$ cat config.mk
export PLATFORM = sky130hd
export DESIGN_NAME = fpmul
export DESIGN_NICKNAME = d
export VERILOG_FILES = /design/src/rtl/fp_pkg.sv /design/src/rtl/fpmul_mmul.sv /design/src/rtl/fpmul.sv
export SDC_FILE = /design/constraint.sdc
export NUM_CORES = 1
export LEC_CHECK = 0
export BUFFER_PORTS_ARGS = -buffer_cell sky130_fd_sc_hd__buf_2
export CAP_MARGIN = 20
export CORE_MARGIN = 3
export CORE_UTILIZATION = 30
export DETAILED_ROUTE_END_ITERATION = 8
export PLACE_DENSITY_LB_ADDON = 0.1
export SLEW_MARGIN = 20
export SYNTH_ARGS = -nofsm -noshare
export SYNTH_HDL_FRONTEND = slang
export SYNTH_HIERARCHICAL = 1
export SYNTH_SLANG_ARGS = --single-unit
$ cat constraint.sdc
create_clock -name clk -period 5.85 [get_ports clk]
set_input_delay 1.17 -clock clk [delete_from_list [all_inputs] [get_ports clk]]
set_output_delay 1.17 -clock clk [all_outputs]
set_load 0.01 [all_outputs]
$ cat src/rtl/fp_pkg.sv
// Shared single-precision definitions for the floating-point multiply/divide datapaths.
package fp_pkg;

   localparam int FP_EXP_W = 8;
   localparam int FP_MAN_W = 23;
   localparam int BIAS     = 2**(FP_EXP_W-1) - 1;
   localparam int EXP_MAX  = 2**FP_EXP_W - 1;
   localparam logic [31:0] QNAN = 32'h7FC0_0000;

   typedef struct packed {
      logic                sign;
      logic [FP_EXP_W-1:0] exp;
      logic [FP_MAN_W-1:0] man;
   } f32_t;

   typedef enum logic [1:0] {IDLE, MUL, NORM} state_t;

   function automatic f32_t f32unpack(input logic [31:0] w);
      return f32_t'(w);
   endfunction

   function automatic logic [31:0] f32pack(input f32_t f);
      return 32'(f);
   endfunction

endpackage

$ cat src/rtl/fpmul_mmul.sv
// Sequential radix-2 shift-add mantissa multiplier; one multiplier bit per clock.
module mmul #(
   parameter int MAN_W = 23
) (
   input  logic               clk,
   input  logic               reset,
   input  logic               load,
   input  logic [MAN_W:0]     a,
   input  logic [MAN_W:0]     b,
   output logic [2*MAN_W+1:0] p,
   output logic               fin
);
   localparam int N  = MAN_W + 1;
   localparam int CW = $clog2(N + 1);
   localparam logic [CW-1:0] LAST = CW'(N);

   logic [CW-1:0]      cnt_q, cnt_d;
   logic [MAN_W:0]     a_q, b_q, b_d;
   logic [2*MAN_W+1:0] acc_q, acc_d;
   logic [MAN_W+1:0]   sum;

   assign fin = (cnt_q == LAST);
   assign p   = acc_q;

   // Carry of the high-half add drops into the MSB as the accumulator shifts right.
   always_comb begin
      sum   = {1'b0, acc_q[2*N-1:N]} + (b_q[0] ? {1'b0, a_q} : '0);
      acc_d = {sum, acc_q[N-1:1]};
      b_d   = b_q >> 1;
      cnt_d = cnt_q + 1'b1;
   end

   // Counter parks at LAST so the loop is idle until the next load.
   always_ff @(posedge clk or negedge reset) begin
      if (!reset)
         cnt_q <= LAST;
      else if (load)
         cnt_q <= '0;
      else if (!fin)
         cnt_q <= cnt_d;
   end

   always_ff @(posedge clk) begin
      if (load) begin
         a_q   <= a;
         b_q   <= b;
         acc_q <= '0;
      end else if (!fin) begin
         b_q   <= b_d;
         acc_q <= acc_d;
      end
   end

endmodule

$ cat src/rtl/fpmul.sv
// Iterative floating-point multiplier: shift-add mantissa product followed by one
// normalise/round/pack cycle. Subnormal operands and results flush to signed zero.
module fpmul
   import fp_pkg::*;
#(
   parameter int EXP_W = 8,
   parameter int MAN_W = 23
) (
   input  logic                 clk,
   input  logic                 reset,
   input  logic                 start,
   input  logic [EXP_W+MAN_W:0] multiplicand,
   input  logic [EXP_W+MAN_W:0] multiplier,
   output logic [EXP_W+MAN_W:0] product,
   output logic                 busy,
   output logic                 done
);
   localparam int W  = 1 + EXP_W + MAN_W;
   localparam int N  = MAN_W + 1;
   localparam int EW = EXP_W + 2;
   localparam logic signed [EW-1:0] BIAS_E = EW'((1 << (EXP_W-1)) - 1);
   localparam logic signed [EW-1:0] EMAX_E = EW'((1 << EXP_W) - 1);
   localparam logic signed [EW-1:0] ZERO_E = EW'(0);
   localparam logic [W-1:0] QNAN_W = {1'b0, {EXP_W{1'b1}}, 1'b1, {(MAN_W-1){1'b0}}};

   state_t                 state_q, state_d;
   logic [W-1:0]           a_q, b_q, prod_q, prod_d;
   logic                   done_q, load, fin;
   logic [2*N-1:0]         p, norm;
   logic [EXP_W-1:0]       ea, eb;
   logic [MAN_W-1:0]       ma, mb, man_o;
   logic                   sgn, za, zb, ia, ib, na, nb, guard, sticky;
   logic [N-1:0]           kept;
   logic [N:0]             rnd;
   logic signed [EW-1:0]   e_sum, e_norm, e_fin;

   assign load    = (state_q == IDLE) && start;
   assign busy    = (state_q != IDLE);
   assign done    = done_q;
   assign product = prod_q;

   mmul #(.MAN_W(MAN_W)) u_mmul (
      .clk   (clk),
      .reset (reset),
      .load  (load),
      .a     ({1'b1, multiplicand[MAN_W-1:0]}),
      .b     ({1'b1, multiplier[MAN_W-1:0]}),
      .p     (p),
      .fin   (fin)
   );

   always_comb begin
      state_d = state_q;
      case (state_q)
         IDLE:    if (start) state_d = MUL;
         MUL:     if (fin) state_d = NORM;
         NORM:    state_d = IDLE;
         default: state_d = IDLE;
      endcase
   end

   always_comb begin
      {ea, ma} = a_q[W-2:0];
      {eb, mb} = b_q[W-2:0];
      sgn = a_q[W-1] ^ b_q[W-1];
      za  = (ea == '0);
      zb  = (eb == '0);
      ia  = (&ea) && (ma == '0);
      ib  = (&eb) && (mb == '0);
      na  = (&ea) && (ma != '0);
      nb  = (&eb) && (mb != '0);

      // Left-aligning a product below 2.0 puts guard and sticky at fixed positions.
      norm   = p[2*N-1] ? p : (p << 1);
      kept   = norm[2*N-1:N];
      guard  = norm[N-1];
      sticky = |norm[N-2:0];
      rnd    = {1'b0, kept} + (N+1)'(guard & (sticky | kept[0]));
      man_o  = rnd[N] ? rnd[N-1:1] : rnd[N-2:0];

      e_sum  = $signed({2'b00, ea}) + $signed({2'b00, eb}) - BIAS_E;
      e_norm = e_sum + $signed(EW'(p[2*N-1]));
      e_fin  = e_norm + $signed(EW'(rnd[N]));

      if (na || nb || (ia && zb) || (ib && za))
         prod_d = QNAN_W;
      else if (ia || ib)
         prod_d = {sgn, {EXP_W{1'b1}}, {MAN_W{1'b0}}};
      else if (za || zb)
         prod_d = {sgn, {(W-1){1'b0}}};
      else if (e_fin >= EMAX_E)
         prod_d = {sgn, {EXP_W{1'b1}}, {MAN_W{1'b0}}};
      else if (e_fin <= ZERO_E)
         prod_d = {sgn, {(W-1){1'b0}}};
      else
         prod_d = {sgn, e_fin[EXP_W-1:0], man_o};
   end

   always_ff @(posedge clk or negedge reset) begin
      if (!reset) begin
         state_q <= IDLE;
         prod_q  <= '0;
         done_q  <= 1'b0;
      end else begin
         state_q <= state_d;
         done_q  <= (state_q == NORM);
         if (state_q == NORM)
            prod_q <= prod_d;
      end
   end

   // Operands are held for the exponent and special-case decode in NORM.
   always_ff @(posedge clk) begin
      if (load) begin
         a_q <= multiplicand;
         b_q <= multiplier;
      end
   end

endmodule

==> qor.yml, run 1 <==
outcome:
  status: "finished, final reports clean"
timing:
  slew_violations: 0
  setup_tns_ns: 0
  hold_violations: 0
  tightest_slew_ns: 0.961
  layout_setup_ws_ns: 0.983
  rsz0062_at_grt: "no"
  period_minus_slack_ns: 4.87
  post-route-period-util: 0.832
  fin_skew_ns: 0.0105
  slew_headroom: 0.358
  setup_viol_count_final: 0
  fmax_ghz: 0.205
flow_run:
  drv_cap: 0
power_and_ir_drop:
  seqPwrFrac: 0.367
  swShare: 0.402
  pwr-share-clk: 0.194
  cellPowerDensity_mw_per_mm2: 503
  p_int_mw: 3.67
  p_comb_frac: 0.440
  p_leak_nw: 4.77
  switching_power_mw: 2.47
  ir_drop_mv: 0.243
layout:
  final_layout_size_suffix_gt1_frac: 0.195
  n_antenna_cell: 0
  nets: 1195
  area_growth_pct: 15.3
  final_cell_count_no_fill: 1551
global_route:
  grt_max_degree: 88
  grt_usage: 0.143
  grt_pass1_vias: 7544
  globalRoute.totalOverflow: 0
  antenna_found_initial: 0
  grt_pass1_wl_mm: 43.2
placement:
  dp_cells: 1517
  hpwlAfterDp_mm: 19.6
  post-place-ws_ns: 0.616
  io_buffer_count: 100
  gp_congestion: 0.840
clocking:
  clk_transition_reported_paths_ns: 0.08
  cts.path.max_buffers: 2
  cts-buffers-inserted: 17
  postCtsSetupRepairBufs: 0
  cts_hold_buf: 0
  clockRootBuffer: "clkbuf_16"
  numClockSinks: 200
  htreeDepth: 4
  cts_resized: 0
  clock_latency_ns: 0.45
  tritoncts: "built"
logic_synthesis:
  ys_types: 94
  yosys.area.top_type: "edfxtp_1"
  ys_warn_count: 6
  ys_top_cells_by_area: "edfxtp_1 32%, dfxtp_1 9.1%, dfrtp_1 9.0%"
  synth_enable_flop_cells: 112
  syn-mean-instance-area_um2: 10.7
  yosys_most_used_dff: "edfxtp_1"
  synth_top_area_frac: 0.317
  synth.cell_area_mm2: 0.0106
  ys_async_sr_fraction: 0.200
  synth_cells: 987
  ys_ff_latch: 200
  ys_seq_area_frac: 0.502
drt:
  viasPerCell: 5.02
  wl_per_cell_um: 17.5
  maxUsedRoutingLayer: "met4"
  drt_wl_total_mm: 27.1
  ant_nets: 0
  initialDrtViolationCount: 337
  wl_met1_mm: 14.2
  routed-wl-met2_mm: 11.6
  drc: 0
  met3_length_mm: 1.04
  drtPass1Iterations: 5
  vias: 7787
floorplanning:
  coreArea_mm2: 0.0347
  initial_core_util: 0.306
  dieHeight_um: 194
  die-area_mm2: 0.0376
  rows: 68
  chipWidth_um: 194
  ioPinCount: 101
critical_path:
  worst_ep_arrival_time_ns: 5.20
  cp-start-kind: "flip-flop"
  required_ns: 6.19
  path_max_fanout: 17
  critPathKind: "flip-flop to flip-flop"
  worstSetupEndpointType: "flip-flop"
min_path:
  worst_hold_path_type: "flip-flop to flip-flop"
-- cells in the mapped netlist, types with 4 or more instances --
cell	n
a22o_1	8
a211oi_1	8
and3_1	10
o22ai_1	9
ha_1	42
a21o_1	9
inv_1	22
xor2_1	23
nor4_1	24
a2bb2oi_1	7
nand3_1	25
nor2b_1	9
nand2b_1	7
dfrtp_1	38
a21oi_1	58
nand2_1	118
nor3b_1	4
or4_1	5
dfxtp_1	48
a211o_1	4
o21ai_0	25
o31ai_1	6
mux2i_1	12
clkbuf_1	24
and4_1	4
nand4_1	21
a31oi_1	7
buf_4	4
a32o_1	10
and2_1	38
o211ai_1	8
buf_1	8
o2111ai_1	7
mux2_2	30
xnor2_1	15
nor2_1	67
o21a_1	6
nor3_1	22
edfxtp_1	112
-- state kept, by name (all words and copies together) (netlist names) --
signal and count:
u_mmul/b_q 24, a_q 32, done 1, product 32
state_q 2, b_q 32, u_mmul/a_q 24, u_mmul/cnt_q 5
u_mmul/p 48
-- path summary, 6_finish.rpt --
path                         startpoint          end  slack [ns]  depth (start not counted)
hold reg to reg             u_mmul/p[0]  u_mmul/p[0]        0.47                          2
hold / removal              u_mmul/p[0]  u_mmul/p[0]        0.47                          2
max in group asynchronous         reset   product[8]        4.41                          1
setup / recovery           u_mmul/p[24]   product[1]        0.98                         18
setup reg to reg           u_mmul/p[24]   product[1]        0.98                         18
min in group asynchronous         reset  product[29]        0.86                          1
-- cell type report --
| type | count | area (um2) |
|---|---|---|
| multi-input cells | 725 | 5000 |
| clock buffers | 17 | 425 |
| fillers | 3530 | 22500 |
| clock inverters | 15 | 154 |
| well taps | 455 | 569 |
| repair buffers | 117 | 659 |
| inverters | 22 | 82.6 |
| flip-flops and latches | 200 | 5330 |
-- power groups by stage --
stage,clock network [mW],logic [mW],registers [mW]
CTS,1.25,2.70,2.26
global route,1.29,3.03,2.31
floorplan,0,2.03,2.22
detailed placement,0,2.68,2.29
finish,1.19,2.70,2.25
global placement,0,2.70,2.28
-- critical path, cell delays in order, from the launching register on --
cell,delay (ns)
dfxtp_1,0.46
nand2_1,0.08
a21boi_0,0.18
ha_1,0.33
nand4_1,0.18
nor4_1,0.44
nand2_1,0.10
nor2_1,0.39
fa_1,0.31
inv_1,0.06
fa_1,0.40
nor2b_1,0.17
o2111ai_1,0.12
nand3b_1,0.15
o31ai_2,0.08
xnor2_1,0.64
nor4_4,0.17
clkbuf_8,0.24
a32o_1,0.26
-- cells by family after synthesis --
logic type,Yosys count,share of synthesized area
AO/OA/AOI/OAI,212,0.148
XOR/XNOR,38,0.0314
adder cells (fa/ha/maj),45,0.0552
buffers and inverters,63,0.0269
flip-flops,200,0.502
multiplexers,43,0.0453
other,1,0.000354
AND/OR/NAND/NOR,385,0.190
-- placed cells by master, fill, tap and decap left out, types with 6 or more instances in the layout --
cell         n
nand2_1    118
edfxtp_1   112
buf_2      100
nor2_1      66
a21oi_1     58
dfxtp_1     47
ha_1        42
and2_1      38
dfrtp_1     38
mux2_2      30
nand3_1     25
o21ai_0     25
nor4_1      24
xor2_1      23
inv_1       22
nor3_1      22
nand4_1     21
clkbuf_16   17
xnor2_1     15
buf_4       14
mux2i_1     12
and3_1      10
a32o_1      10
nor2b_1      9
a21o_1       9
o22ai_1      9
o211ai_1     8
a22o_1       8
a211oi_1     8
nand2b_1     7
o2111ai_1    7
a31oi_1      7
a2bb2oi_1    7
o31ai_1      6
o21a_1       6
-- through the flow --
stage | instance area (um2) | power (mW) | utilization | hold slack [ns]
6_report | 12200 | 6.14 | 0.352 | 0.470
5_1_grt | 12200 | 6.63 | 0.352 | 0.481
4_1_cts | 12200 | 6.20 | 0.351 | 0.469
3_5_place_dp | 11600 | 4.97 | 0.334 | 0.458
3_3_place_gp | 11600 | 4.98 | 0.334 | 0.444
2_1_floorplan | 10600 | 4.24 | - | 0.432
-- routing by layer --
layer / vias up / GRT usage
met2: 146 / 0.210
li1: 3895 / -
met5: - / 0
met1: 3732 / 0.216
met3: 14 / 0.0297
met4: 0 / 0.0359
Power figures use the tool's default switching activity.
==> run 2: changes to the inputs <==
--- a/config.mk
+++ b/config.mk
@@ -5,6 +5,7 @@
 export SDC_FILE = /design/constraint.sdc
 export NUM_CORES = 1
 export LEC_CHECK = 0
+export ABC_AREA = 1
 export BUFFER_PORTS_ARGS = -buffer_cell sky130_fd_sc_hd__buf_2
 export CAP_MARGIN = 20
 export CORE_MARGIN = 3
==> constraint.sdc (replaced) <==
create_clock -name clk -period 4.7 [get_ports clk]
set_input_delay 0.94 -clock clk [delete_from_list [all_inputs] [get_ports clk]]
set_output_delay 0.94 -clock clk [all_outputs]
set_load 0.01 [all_outputs]
==> qor.yml, run 2 <==
timing:
  fmax_ghz: 0.244  # +19%
  setup_viol_count_final: 0  # unchanged
  slew_violations: 0  # unchanged
  hold_violations: 0  # unchanged
  fin_skew_ns: 0.0148  # +0.00431 ns
  period_minus_slack_ns: 4.09  # -0.773 ns
  setup_tns_ns: 0  # unchanged
  hold_ws_ns: 0.474  # +0.00396 ns
  tightest_slew_ns: 0.916  # -0.0453 ns
  post-route-period-util: 0.871  # +0.0390
  slew_headroom: 0.389  # +0.0309
  layout_setup_ws_ns: 0.607  # -0.377 ns
  rsz0062_at_grt: "no"
critical_path:
  required_ns: 5.07  # -1.12 ns
  path_buf_inv: 6  # +4
  path_common_cell: "nand2_1"
  worst_ep_arrival_time_ns: 4.46  # -0.74 ns
  critPathKind: "flip-flop to flip-flop"
  path_max_fanout: 22  # +5
  cp-start-kind: "flip-flop"
  critical-path-max-stage-delay_ns: 0.41  # -0.23 ns
  worstSetupEndpointType: "flip-flop"
  cpMaxStageDelayCell: "dfxtp_4"
  crit_family: "simple AND/OR/NAND/NOR gates"
clocking:
  clock_latency_ns: 0.45  # about the same
  cts.path.max_buffers: 2  # unchanged
  cts-buffers-inserted: 17  # unchanged
  clockRootBuffer: "clkbuf_16"
  htreeDepth: 4  # unchanged
  clk_transition_reported_paths_ns: 0.08  # about the same
  postCtsSetupRepairBufs: 0  # unchanged
  numClockSinks: 200  # unchanged
  tritoncts: "built"
global_route:
  grt_usage: 0.146  # +0.00301
  grt_max_degree: 70  # -20%
  globalRoute.totalOverflow: 0  # unchanged
  antenna_found_initial: 0  # unchanged
  grt_pass1_vias: 9077  # +20%
  grt_pass1_wl_mm: 47.7  # +10%
logic_synthesis:
  ys_types: 45  # -52%
  synth.cell_area_mm2: 0.0114  # +7.4%
  yosys_most_used_dff: "edfxtp_1"
  yosys-top-cells-count: "452 x nand2_1, 216 x inv_1, 161 x nor2_1"
  ys_seq_area_frac: 0.468  # -0.0346
  ys_top_cells_by_area: "edfxtp_1 30%, nand2_1 15%, dfxtp_1 8.4%"
  yosys.area.top_type: "edfxtp_1"
  synth_cells: 1470  # +49%
  synth_top_area_frac: 0.295  # -0.0218
  ys_ff_latch: 200  # unchanged
  yosysMostFrequentCell: "nand2_1"
  syn-mean-instance-area_um2: 7.75  # -28%
  ys_warn_count: 6  # unchanged
  ys_async_sr_fraction: 0.200  # unchanged
  synth_enable_flop_cells: 112  # unchanged
power_and_ir_drop:
  ir_drop_mv: 0.301  # +24%
  cellPowerDensity_mw_per_mm2: 557  # +11%
  p_leak_nw: 6.46  # +35%
  finalPower_mw: 7.24  # +18%
placement:
  io_buffer_count: 100  # unchanged
  post-place-ws_ns: 0.499  # -0.118 ns
  dp_cells: 2050  # +35%
  placed_area_mm2: 0.0124  # +6.9%
  hpwlAfterDp_mm: 22.1  # +13%
  gp_congestion: 0.835  # -0.56%
layout:
  nets: 1677  # +40%
  final_layout_size_suffix_gt1_frac: 0.137  # -0.0584
  fin_area_mm2: 0.0130  # +6.4%
  area_growth_pct: 14.2
  post-route-util: 0.351  # -0.000913
  most-common-layout-cells: "452 x nand2_1, 215 x inv_1, 160 x nor2_1, 112 x edfxtp_1, 101 x nand3_1"
  final_common_cell: "nand2_1"
  fillers: 3966  # +12%
  final_cell_count_no_fill: 2082  # +34%
  largest_reg_flops: 48  # unchanged
  n_antenna_cell: 0  # unchanged
drt:
  drtPass1Iterations: 5  # unchanged
  wl_per_cell_um: 13.8  # -21%
  drc: 0  # unchanged
  ant_nets: 0  # unchanged
  vias: 9153  # +18%
  initialDrtViolationCount: 463  # +37%
  drt_wl_total_mm: 28.7  # +5.7%
  viasPerCell: 4.40  # -12%
floorplanning:
  die-area_mm2: 0.0403  # +7.2%
  rows: 70  # +2.9%
  initial_core_util: 0.307  # +0.00192
  chipWidth_um: 201  # +3.5%
  coreArea_mm2: 0.0370  # +6.7%
  dieHeight_um: 201  # +3.5%
  ioPinCount: 101  # unchanged
outcome:
  status: "finished, final reports clean"
min_path:
  worst_hold_path_type: "flip-flop to flip-flop"
flow_run:
  drv_cap: 0  # unchanged
==> run 2: final timing paths <==
check	startpoint	end	slack [ns]	depth (start not counted)
setup reg to reg	u_mmul/p[47]	product[19]	0.61	27
hold / removal	product[3]	product[3]	0.47	2
setup / recovery	u_mmul/p[47]	product[19]	0.61	27
min in group asynchronous	reset	product[9]	0.62	1
hold reg to reg	product[3]	product[3]	0.47	2
max in group asynchronous	reset	state_q[0]	3.49	1
==> run 2: final cells by class <==
class | count | area (um2) | share of cell area
multi-input combinational | 1010 | 5020 | 0.386
timing repair buffer | 110 | 576 | 0.0442
sequential | 200 | 5330 | 0.410
clock buffer | 18 | 450 | 0.0346
inverter | 226 | 852 | 0.0655
tap | 504 | 631 | 0.0485
clock inverter | 14 | 150 | 0.0115
==> run 2: cells by family after synthesis <==
| group | Yosys count | synth area share |
|---|---|---|
| flops | 200 | 0.468 |
| compound gates | 128 | 0.0644 |
| buf+inv | 261 | 0.0924 |
| other cells | 1 | 0.000329 |
| fa+ha+maj | 45 | 0.0514 |
| simple gates | 809 | 0.304 |
| xor+xnor | 26 | 0.0200 |
==> run 2: tightest hold or removal path, cell delays in order, from the launching register on <==
cell	delay [ns]
dfrtp_1	0.34
nand2_1	0.05
nand2_1	0.05
==> run 2: repair_timing <==
item                       CTS  global route
setup endpoints to repair    0            14
resized for setup            0             1
hold buffers                 0             0
==> run 2: power by group <==
| part | internal, mW | switching (mW) |
|---|---|---|
| Clock | 0.746 | 0.759 |
| Combinational | 1.05 | 1.97 |
| Sequential | 2.38 | 0.339 |
==> run 2: metal layers <==
| metal | global-route usage | wire length, um | vias to the layer above |
|---|---|---|---|
| li1 | - | - | 4862 |
| met5 | 0 | 0 | - |
| met3 | 0.0269 | 794 | 11 |
| met1 | 0.209 | 14900 | 4172 |
| met2 | 0.233 | 12700 | 108 |
| met4 | 0.0299 | 212 | 0 |
